$ cat src/rtl/rate_counter.sv
// -----------------------------------------------------------------------------
// rate_counter
//
// 16-bit up/down counter that advances at a selectable rate. A 26-bit
// down-counter divides clk into count-enable ticks. A run/stop FSM toggles
// on each rising edge of the start_stop request. A synchronous load writes
// the counter at any time.
//
// State table
//   STOPPED | divider and Q hold, no ticks issued
//   RUNNING | divider counts down, a tick is issued on each terminal count
//
// Parameters
//   CLK_HZ      clk frequency in Hz; sets the 1/2/4 Hz divider terminal counts
//
// Ports
//   clk         single clock, all state updates on its rising edge
//   clear       asynchronous active-low reset
//   start_stop  run/stop request level; each rising edge toggles the FSM
//   rate_sel    00 = every clk, 01 = 1 Hz, 10 = 2 Hz, 11 = 4 Hz
//   down        0 counts up, 1 counts down
//   load        synchronous load strobe, writes load_value into Q
//   load_value  value written into Q on load
//   Q           count value (nibble 0 drives HEX0 ... nibble 3 drives HEX3)
//   tick        single-cycle count-enable pulse
//   wrap        single-cycle pulse on the tick that wraps Q
//   running     high while the FSM is in RUNNING
// -----------------------------------------------------------------------------
module rate_counter #(
    parameter int CLK_HZ = 50000000
) (
    input  logic        clk,
    input  logic        clear,
    input  logic        start_stop,
    input  logic [1:0]  rate_sel,
    input  logic        down,
    input  logic        load,
    input  logic [15:0] load_value,
    output logic [15:0] Q,
    output logic        tick,
    output logic        wrap,
    output logic        running
);

    // Divider terminal counts; a tick fires every TERM+1 clocks.
    localparam logic [25:0] TERM_1HZ = 26'(CLK_HZ - 1);
    localparam logic [25:0] TERM_2HZ = 26'(CLK_HZ / 2 - 1);
    localparam logic [25:0] TERM_4HZ = 26'(CLK_HZ / 4 - 1);

    typedef enum logic {
        STOPPED = 1'b0,
        RUNNING = 1'b1
    } state_t;

    state_t      state_q, state_d;
    logic        running_q, running_d;
    logic        ss_q;
    logic [1:0]  rs_q;
    logic [25:0] div_cnt_q, div_cnt_d;
    logic [15:0] cnt_q, cnt_d;

    logic        ss_rise;
    logic        rate_change;
    logic        div_zero;
    logic [25:0] term_sel;

    function automatic logic [25:0] term_of(input logic [1:0] sel);
        logic [25:0] t;
        case (sel)
            2'b00:   t = 26'd0;
            2'b01:   t = TERM_1HZ;
            2'b10:   t = TERM_2HZ;
            default: t = TERM_4HZ;
        endcase
        return t;
    endfunction

    assign ss_rise     = start_stop & ~ss_q;
    assign rate_change = (rate_sel != rs_q);
    assign div_zero    = (div_cnt_q == 26'd0);
    assign term_sel    = term_of(rate_sel);

    // Tick is judged in the pre-edge state, so a stop that lands on the
    // terminal count still delivers that final count.
    assign tick = running_q & div_zero & ~load & ~rate_change;
    assign wrap = tick & ((~down & (cnt_q == 16'hFFFF)) |
                          ( down & (cnt_q == 16'h0000)));

    assign Q       = cnt_q;
    assign running = running_q;

    always_comb begin
        state_d   = state_q;
        div_cnt_d = div_cnt_q;

        case (state_q)
            STOPPED: begin
                if (ss_rise) begin
                    state_d   = RUNNING;
                    div_cnt_d = term_sel;
                end
            end
            RUNNING: begin
                if (ss_rise) begin
                    state_d = STOPPED;
                end
                // Load or a rate change restarts the divider phase so the
                // next tick is a full period of the (possibly new) rate away.
                if (load || rate_change || div_zero) begin
                    div_cnt_d = term_sel;
                end else begin
                    div_cnt_d = div_cnt_q - 26'd1;
                end
            end
            default: begin
                state_d   = STOPPED;
                div_cnt_d = 26'd0;
            end
        endcase

        running_d = (state_d == RUNNING);
    end

    // Load wins over a tick in the same cycle.
    always_comb begin
        cnt_d = cnt_q;
        if (load) begin
            cnt_d = load_value;
        end else if (tick) begin
            if (down) begin
                cnt_d = cnt_q - 16'd1;
            end else begin
                cnt_d = cnt_q + 16'd1;
            end
        end
    end

    always_ff @(posedge clk or negedge clear) begin
        if (!clear) begin
            state_q   <= STOPPED;
            running_q <= 1'b0;
            ss_q      <= 1'b0;
            rs_q      <= 2'b00;
            div_cnt_q <= 26'd0;
            cnt_q     <= 16'd0;
        end else begin
            state_q   <= state_d;
            running_q <= running_d;
            ss_q      <= start_stop;
            rs_q      <= rate_sel;
            div_cnt_q <= div_cnt_d;
            cnt_q     <= cnt_d;
        end
    end

endmodule

$ cat config.mk
export PLATFORM = sky130hd
export DESIGN_NAME = rate_counter
export DESIGN_NICKNAME = d
export VERILOG_FILES = /design/src/rtl/rate_counter.sv
export SDC_FILE = /design/constraint.sdc
export NUM_CORES = 1
export LEC_CHECK = 0
export ABC_CLOCK_PERIOD_IN_PS = 3270
export CAP_MARGIN = 20
export CORE_UTILIZATION = 35
export CTS_CLUSTER_SIZE = 40
export DETAILED_ROUTE_END_ITERATION = 8
export GPL_ROUTABILITY_DRIVEN = 0
export PLACE_DENSITY = 0.62
export SLEW_MARGIN = 20
export SYNTH_ARGS = -nofsm -noshare
export SYNTH_HDL_FRONTEND = slang
export SYNTH_SLANG_ARGS = --single-unit
$ cat constraint.sdc
create_clock -name clk -period 3.27 [get_ports clk]
set_input_delay 0.327 -clock clk [delete_from_list [all_inputs] [get_ports clk]]
set_output_delay 0.327 -clock clk [all_outputs]
set_load 0.01 [all_outputs]
# Yosys cells after proc, flatten, opt, wreduce, memory -nomap -nowiden

Index checks and enable logic that the tools add are counted.

Flip-flop bits (word level): 46
Bits of input ports: 23
Output and inout bits: 19
Word-level logic and storage cells: 42

Add/sub/neg operators: 3
Equal/unequal tests: 5
Multiplexer cells: 10
Bitwise logic cells: 13
Reduce and logical (&&, ||, !) cells: 6

Operators with widths:

| operator                                             | number |
|---|---|
| one-hot mux 26 bit (3 select lines)                  | 1 |
| two-way mux 26 bit                                   | 2 |
| one-hot mux 26 bit (2 select lines)                  | 1 |
| two-way mux 16 bit                                   | 3 |
| zero test 26 bit                                     | 1 |
| subtractor 26 x 1 -> 26 bit (second input constant)  | 1 |
| adder 16 x 1 -> 16 bit (second input constant)       | 1 |
| equality test 16 bit (second input constant)         | 1 |
| zero test 16 bit                                     | 1 |
| subtractor 16 x 1 -> 16 bit (second input constant)  | 1 |
| bitwise AND 1 bit                                    | 7 |
| NOT 1 bit                                            | 5 |
| equality test 2 x 1 -> 1 bit (second input constant) | 1 |
| equality test 2 bit (second input constant)          | 1 |
| zero test 2 bit                                      | 1 |
| logical OR 1 bit                                     | 2 |
| two-way mux 1 bit                                    | 2 |
| != test 2 bit                                        | 1 |
| != test 2 bit (second input constant)                | 1 |
| one-hot mux 1 bit (2 select lines)                   | 1 |
| nonzero test 2 bit                                   | 1 |
| bitwise OR 1 bit                                     | 1 |

# Depth between registers and ports, before layout

Gate-level depths: netlist of run 1.

Depth in word-level cells: 6
Depth in mapped cells: 11
Mapped depth without buffers: 9

# Least setup slack after synthesis of run 1

OpenSTA, ideal clock, no wires.

Path type: register to output
From: register div_cnt_q[0]
To: output wrap
Arrival: 2129 ps
Required time: 2943 ps
Setup slack: 814 ps
Stages on the path, launching flop included: 9
Buffers on the path: 0
Path through: dfrtp_1 inv_1 ha_1 nor4b_2 and2_1 nand3_1 nor2_1 and3_1 nor2b_1

Word-level cells in the longest chain between the ends: 5

RTL lines:

| what                           | RTL line | source |
|---|---|---|
| start, declared                | 59       | `logic [25:0] div_cnt_q, div_cnt_d;` |
| start signal, assigned         | 151      | `div_cnt_q <= div_cnt_d;` |
| zero test 26 bit               | 80       | `assign div_zero = (div_cnt_q == 26'd0);` |
| bitwise AND 1 bit (3 in a row) | 85       | `assign tick = running_q & div_zero & ~load & ~rate_change;` |
| named net tick                 | 40       | `output logic tick,` |
| bitwise AND 1 bit              | 86       | `assign wrap = tick & ((~down & (cnt_q == 16'hFFFF)) \|` |
| end, declared                  | 41       | `output logic wrap,` |

The timed path passes the listed nets, and every way through them passes these cells.

# Worst setup path after layout of run 1

From: register div_cnt_q[14]
To: output wrap

Word-level cells in the longest chain between the ends: 5

RTL lines:

| what                           | RTL line |
|---|---|
| zero test 26 bit               | 80 |
| bitwise AND 1 bit (3 in a row) | 85 |
| bitwise AND 1 bit              | 86 |

No other way between the ends.

==> impl_metrics.tcl, run 1 <==
set metrics [dict create \
    required_ps 2940 \
    synthesis.area_um2 3370 \
    start_kind "flop" \
    cp_max_fo 6 \
    drive_above_1_share 0.102 \
    vdd_drop_max_uv 192 \
    maxCapViolCount 0 \
    ys_seq_area_frac 0.342 \
    nets 476 \
    fill_cells 966 \
    r2r.worst_path.cells 11 \
    ant_nets 0 \
    antenna_found_initial 0 \
    antenna_cells 0 \
    min_period_ps 3150 \
    drcViolationCount 0 \
    vias 3074 \
    netlist_instances 388 \
    hpwl_um 6510 \
    status "complete, no violations" \
    end_kind "output port" \
    grt_overflow_total 0 \
    fmax_ghz 0.317 \
    port_buffers 41 \
    start_util 0.363 \
    area_growth_pct 20.4 \
    tightestPinTransition_ps 621 \
    crit_type "reg -> out" \
    p_per_area_nw_per_um2 520 \
    drt_first_pass_iters 4 \
    relSlewSlack 0.582 \
    viasPerCell 5.47 \
    ys_warn_count 0 \
    clkSinkCount 46 \
    hold_ws_ps 32.8 \
    fin_skew_ps 5.62 \
    dieArea_um2 10000 \
    cts_max_path_buffers 2 \
    fin_setup_tns_ps 0 \
    yosysTopAreaCellShare 0.342 \
    ys_async_sr_fraction 1.00 \
    track_usage 0.183 \
    slew_viol_final 0 \
    cts_root_buf "clkbuf_8" \
    ys_ff_latch 46 \
    regArea_um2 1150 \
    drt-total-wl_um 8800 \
    fin_crit_sh 0.964 \
    io_pins 42 \
    coreArea_um2 9280 \
    rsz0062_at_grt "false" \
    cts_max_level 2 \
    critPathArrivalTime_ps 2830 \
    grt_pass1_wl_um 14500 \
    synth_area_leaders "dfrtp_1 34%, ha_1 7.4%, a21oi_1 5.7%, o21ai_0 5.1%, nor2_1 4.2%" \
    multi_input_comb_area_um2 2070 \
    clk_pin_slew_ps 90 \
    wire_per_inst_um 15.7 \
    numCtsBuffers 5 \
    die_y_um 100 \
    synth_top_cell_by_area "dfrtp_1" \
    ys.flop_type "dfrtp_1" \
    setup_viol 0 \
    syn_area_per_cell_um2 8.67 \
    drtIter0Drc 118 \
    cellLeakagePower_nw 1.68 \
    clock_latency_ps 300 \
    post-route-util 0.436 \
    synth_edf_count 0 \
    cts_tree "built" \
    ys_types 61 \
    final-hold-violation-count 0 \
    row_count 35 \
    hp-class "in -> async" \
    grt_pass1_vias 3018 \
    chipWidth_um 100 \
    grt_max_degree 51 \
    synth_nets 432 \
]
cell usage in the layout, fill, tap and decap left out, types with 7 or more instances in the layout:
cell type / netlist / routed
nand2_1: 26 / 26
xor2_1: 7 / 7
ha_1: 20 / 20
nor2_1: 38 / 38
nor4_1: 9 / 9
buf_4: 2 / 16
o21ai_1: 8 / 8
a31oi_1: 12 / 12
a21oi_1: 38 / 38
nand4_1: 7 / 7
nor3_1: 12 / 12
inv_1: 14 / 14
clkdlybuf4s50_1: 0 / 40
o21ai_0: 34 / 34
dfrtp_1: 46 / 46
path summary, 6_finish.rpt:
check / endpoint / from / slack (ps)
hold / removal: div_cnt_q[21]$_DFFE_PN0P_ / clear / 30
hold reg to reg: div_cnt_q[1]$_DFFE_PN0P_ / div_cnt_q[1]$_DFFE_PN0P_ / 540
setup / recovery: wrap / div_cnt_q[14]$_DFFE_PN0P_ / 120
max in group asynchronous: div_cnt_q[24]$_DFFE_PN0P_ / clear / 2830
setup reg to reg: div_cnt_q[11]$_DFFE_PN0P_ / div_cnt_q[0]$_DFFE_PN0P_ / 620
min in group clk: ss_q$_DFF_PN0_ / start_stop / 500
cells by family after synthesis:
| family | Yosys count | synth area share |
|---|---|---|
| simple gates | 137 | 0.237 |
| compound gates | 136 | 0.254 |
| flops | 46 | 0.342 |
| buf+inv | 33 | 0.0468 |
| fa+ha+maj | 21 | 0.0803 |
| xor+xnor | 12 | 0.0312 |
| mux | 3 | 0.00892 |
metrics by stage:
step | setup WS, ps | power (mW) | instances | cell area, um2
2_1_floorplan | 814 | 1.46 | 388 | 3370
3_3_place_gp | 251 | 1.70 | 553 | 3930
3_5_place_dp | 171 | 1.73 | 553 | 3930
4_1_cts | 4.94 | 2.11 | 561 | 4020
5_1_grt | 20.4 | 2.28 | 562 | 4050
6_report | 117 | 2.11 | 562 | 4050
cells in the mapped netlist, drive strengths merged (7+ instances only):
| library cell | number |
|---|---|
| dfrtp | 46 |
| nor3 | 16 |
| clkbuf | 11 |
| a31oi | 12 |
| nand4 | 8 |
| nand2 | 26 |
| nand3 | 7 |
| a21oi | 38 |
| nor2 | 40 |
| ha | 20 |
| nor4 | 11 |
| buf | 8 |
| inv | 14 |
| xor2 | 7 |
| o21ai | 42 |
critical path, cell delays in order (launching register included):
cell             delay (ps)
dfrtp_1                 450
or4_4                   600
or3_4                   370
nor2_1                  140
and3_2                  260
nor2b_1                 160
clkdlybuf4s50_1         550
state kept, by name, summed over array words and instances, names as in the netlist:
| name | count |
|---|---|
| div_cnt_q | 26 |
| Q | 16 |
| rs_q | 2 |
| running | 1 |
| ss_q | 1 |
layout make-up:
class / instances / share of cell area
clock buffers: 7 / 0.0213
flip-flops and latches: 46 / 0.284
inverters: 14 / 0.0130
well taps: 129 / 0.0398
clock inverters: 1 / 0.00124
repair buffers: 56 / 0.128
multi-input cells: 309 / 0.512
per-layer routing:
metal	track usage	vias up	share of wire
met2	0.335	48	0.52
met4	0.0323	0	0.0059
li1	-	1529	-
met1	0.229	1490	0.45
met5	0	-	0
met3	0.0292	7	0.023
where the power goes:
part | internal [mW] | switching, mW
sequential | 0.721 | 0.193
combinational | 0.367 | 0.454
clock | 0.171 | 0.200
what timing repair did:
action / CTS / global route
hold buffers: 0 / 0
endpoints found under the setup margin: 0 / 2
setup buffers: 0 / 1
hold endpoints to repair: 0 / 0
gates resized for setup: 0 / 4
(Power assumes the default switching activity.)
==> run 2: changes to the inputs <==
Settings changed: ABC_CLOCK_PERIOD_IN_PS 3270 to 3200, CORE_MARGIN from default to 5.
Clock period 3.27 ns to 3.2 ns, I/O delays scaled along.
==> run 2 against run 1 <==
Net effect: sequential power increased by 2%; critical path type unchanged; hold slack got worse by 15 ps; clock skew increased by 4.8 ps; highest routed layer unchanged; sequential cell count unchanged; largest power group unchanged; wire length increased by 4.6%; first-iteration DRC count increased by 9.3%; worst setup slack got worse by 18 ps.
==> impl_metrics.tcl, run 2 (synthesized netlist as in run 1, its figures left out) <==
set metrics [dict create \
    status "complete, no violations" \
    crit_chain "or4_4 -> or3_4 -> nor2_2 -> and3_1 -> nor2b_1 -> clkdlybuf4s50_1" \
    postCtsSetupBuffers 0 \
    grt_max_degree 47 \
    fin_skew_ps 10.4 \
    drtIter0Drc 129 \
    finalInstanceArea_um2 4070 \
    hold_buffers 0 \
    coreArea_um2 9330 \
    critPathArrivalTime_ps 2780 \
    area_growth_pct 21.0 \
    end_kind "output port" \
    most-common-layout-cells "46 x dfrtp_1, 40 x clkdlybuf4s50_1, 38 x a21oi_1" \
    row_count 35 \
    reg2reg_to "div_cnt_q[16]$_DFFE_PN0P_" \
    numCtsBuffers 5 \
    wire_per_inst_um 16.4 \
    final-hold-violation-count 0 \
    start_util 0.361 \
    fin_setup_tns_ps 0 \
    crit_end "wrap" \
    required_ps 2880 \
    cts_tree "built" \
    largest_register_ff_count 26 \
    drt_first_pass_iters 4 \
    drcViolationCount 0 \
    antenna_cells 0 \
    cts_max_path_buffers 2 \
    clkSinkCount 46 \
    die_y_um 108 \
    nets 476 \
    start_kind "flop" \
    fin_crit_sh 0.969 \
    fmax_ghz 0.322 \
    dieArea_um2 11700 \
    critPathBufInv 1 \
    slowest_stage "or4_4" \
    hp-class "in -> async" \
    min_period_ps 3100 \
    vias 3163 \
    r2r.worst_path.cells 11 \
    hpwl_um 6860 \
    path_depth 6 \
    maxCapViolCount 0 \
    drive_above_1_share 0.102 \
    ant_nets 0 \
    grt_pass1_wl_um 15300 \
    chipWidth_um 108 \
    p_per_area_nw_per_um2 550 \
    relSlewSlack 0.530 \
    vdd_drop_max_uv 232 \
    fill_cells 925 \
    crit_type "reg -> out" \
    hold_ws_ps 17.4 \
    final_common_cell "dfrtp_1" \
    max_stage_delay_ps 600 \
    place_area_um2 3940 \
    cp_max_fo 6 \
    io_pins 42 \
    clock_latency_ps 300 \
    crit_path_start "div_cnt_q[14]$_DFFE_PN0P_" \
    cts_root_buf "clkbuf_8" \
    drt-total-wl_um 9210 \
    path_delay_family "simple AND/OR/NAND/NOR gates" \
    port_buffers 41 \
    top_register "div_cnt_q" \
    grt_pass1_vias 3180 \
    viasPerCell 5.64 \
    post-route-util 0.437 \
    clk_pin_slew_ps 90 \
    r2r-start "div_cnt_q[0]$_DFFE_PN0P_" \
    cts_max_level 2 \
    antenna_found_initial 0 \
    track_usage 0.161 \
    setup_viol 0 \
    r2r_slack_ps 490 \
    cts_resized 0 \
    slew_viol_final 0 \
    tightestPinTransition_ps 698 \
    grt_overflow_total 0 \
    cellLeakagePower_nw 1.69 \
]
[run 2: cell types whose count changed in the layout (fill, tap and decap cells not counted), sizes merged]
cell    delta
bufinv     +1
clkbuf     -1
clkinv     -1
[run 2: final cells by class]
type | instances | area, um2 | share of cell area
inverters | 14 | 52.6 | 0.0129
flip-flops and latches | 46 | 1150 | 0.283
multi-input cells | 309 | 2080 | 0.510
repair buffers | 56 | 520 | 0.128
clock buffers | 6 | 82.6 | 0.0203
well taps | 129 | 161 | 0.0396
clock inverters | 1 | 30.0 | 0.00737
[run 2: report_power, final]
| part | switching (mW) | internal (mW) |
|---|---|---|
| registers | 0.194 | 0.737 |
| logic | 0.475 | 0.385 |
| clock network | 0.199 | 0.250 |
| total | 0.867 | 1.37 |
[run 2: stage by stage]
step	std cells	power (mW)	setup WS (ps)
after detailed placement	554	1.78	142
final	561	2.24	98.8
after global placement	554	1.76	246
after floorplan	388	1.49	751
after CTS	561	2.24	27.0
after global routing	561	2.41	-1.69
[run 2: how the worst min path moves through the flow]
stage / from / end / depth (start not counted)
finish: clear / div_cnt_q[2]$_DFFE_PN0P_ / 1
global route: clear / div_cnt_q[2]$_DFFE_PN0P_ / 1
CTS: clear / div_cnt_q[2]$_DFFE_PN0P_ / 1
detailed placement: div_cnt_q[13]$_DFFE_PN0P_ / div_cnt_q[13]$_DFFE_PN0P_ / 2
global placement: div_cnt_q[13]$_DFFE_PN0P_ / div_cnt_q[13]$_DFFE_PN0P_ / 2
floorplan: clear / Q[0]$_DFFE_PN0P_ / 0
[run 2: per-layer routing]
layer / track usage / wire length [um] / vias up
met1: 0.214 / 4180 / 1529
met5: 0 / 0 / -
li1: - / - / 1529
met3: 0.0239 / 390 / 12
met4: 0.0316 / 106 / 0
met2: 0.279 / 4540 / 93
==> run 3: changes to the inputs <==
Settings changed: GPL_TIMING_DRIVEN from default to 1.
==> results of run 3 <==
No change in the layout: final DEF, timing and power equal those of run 2.
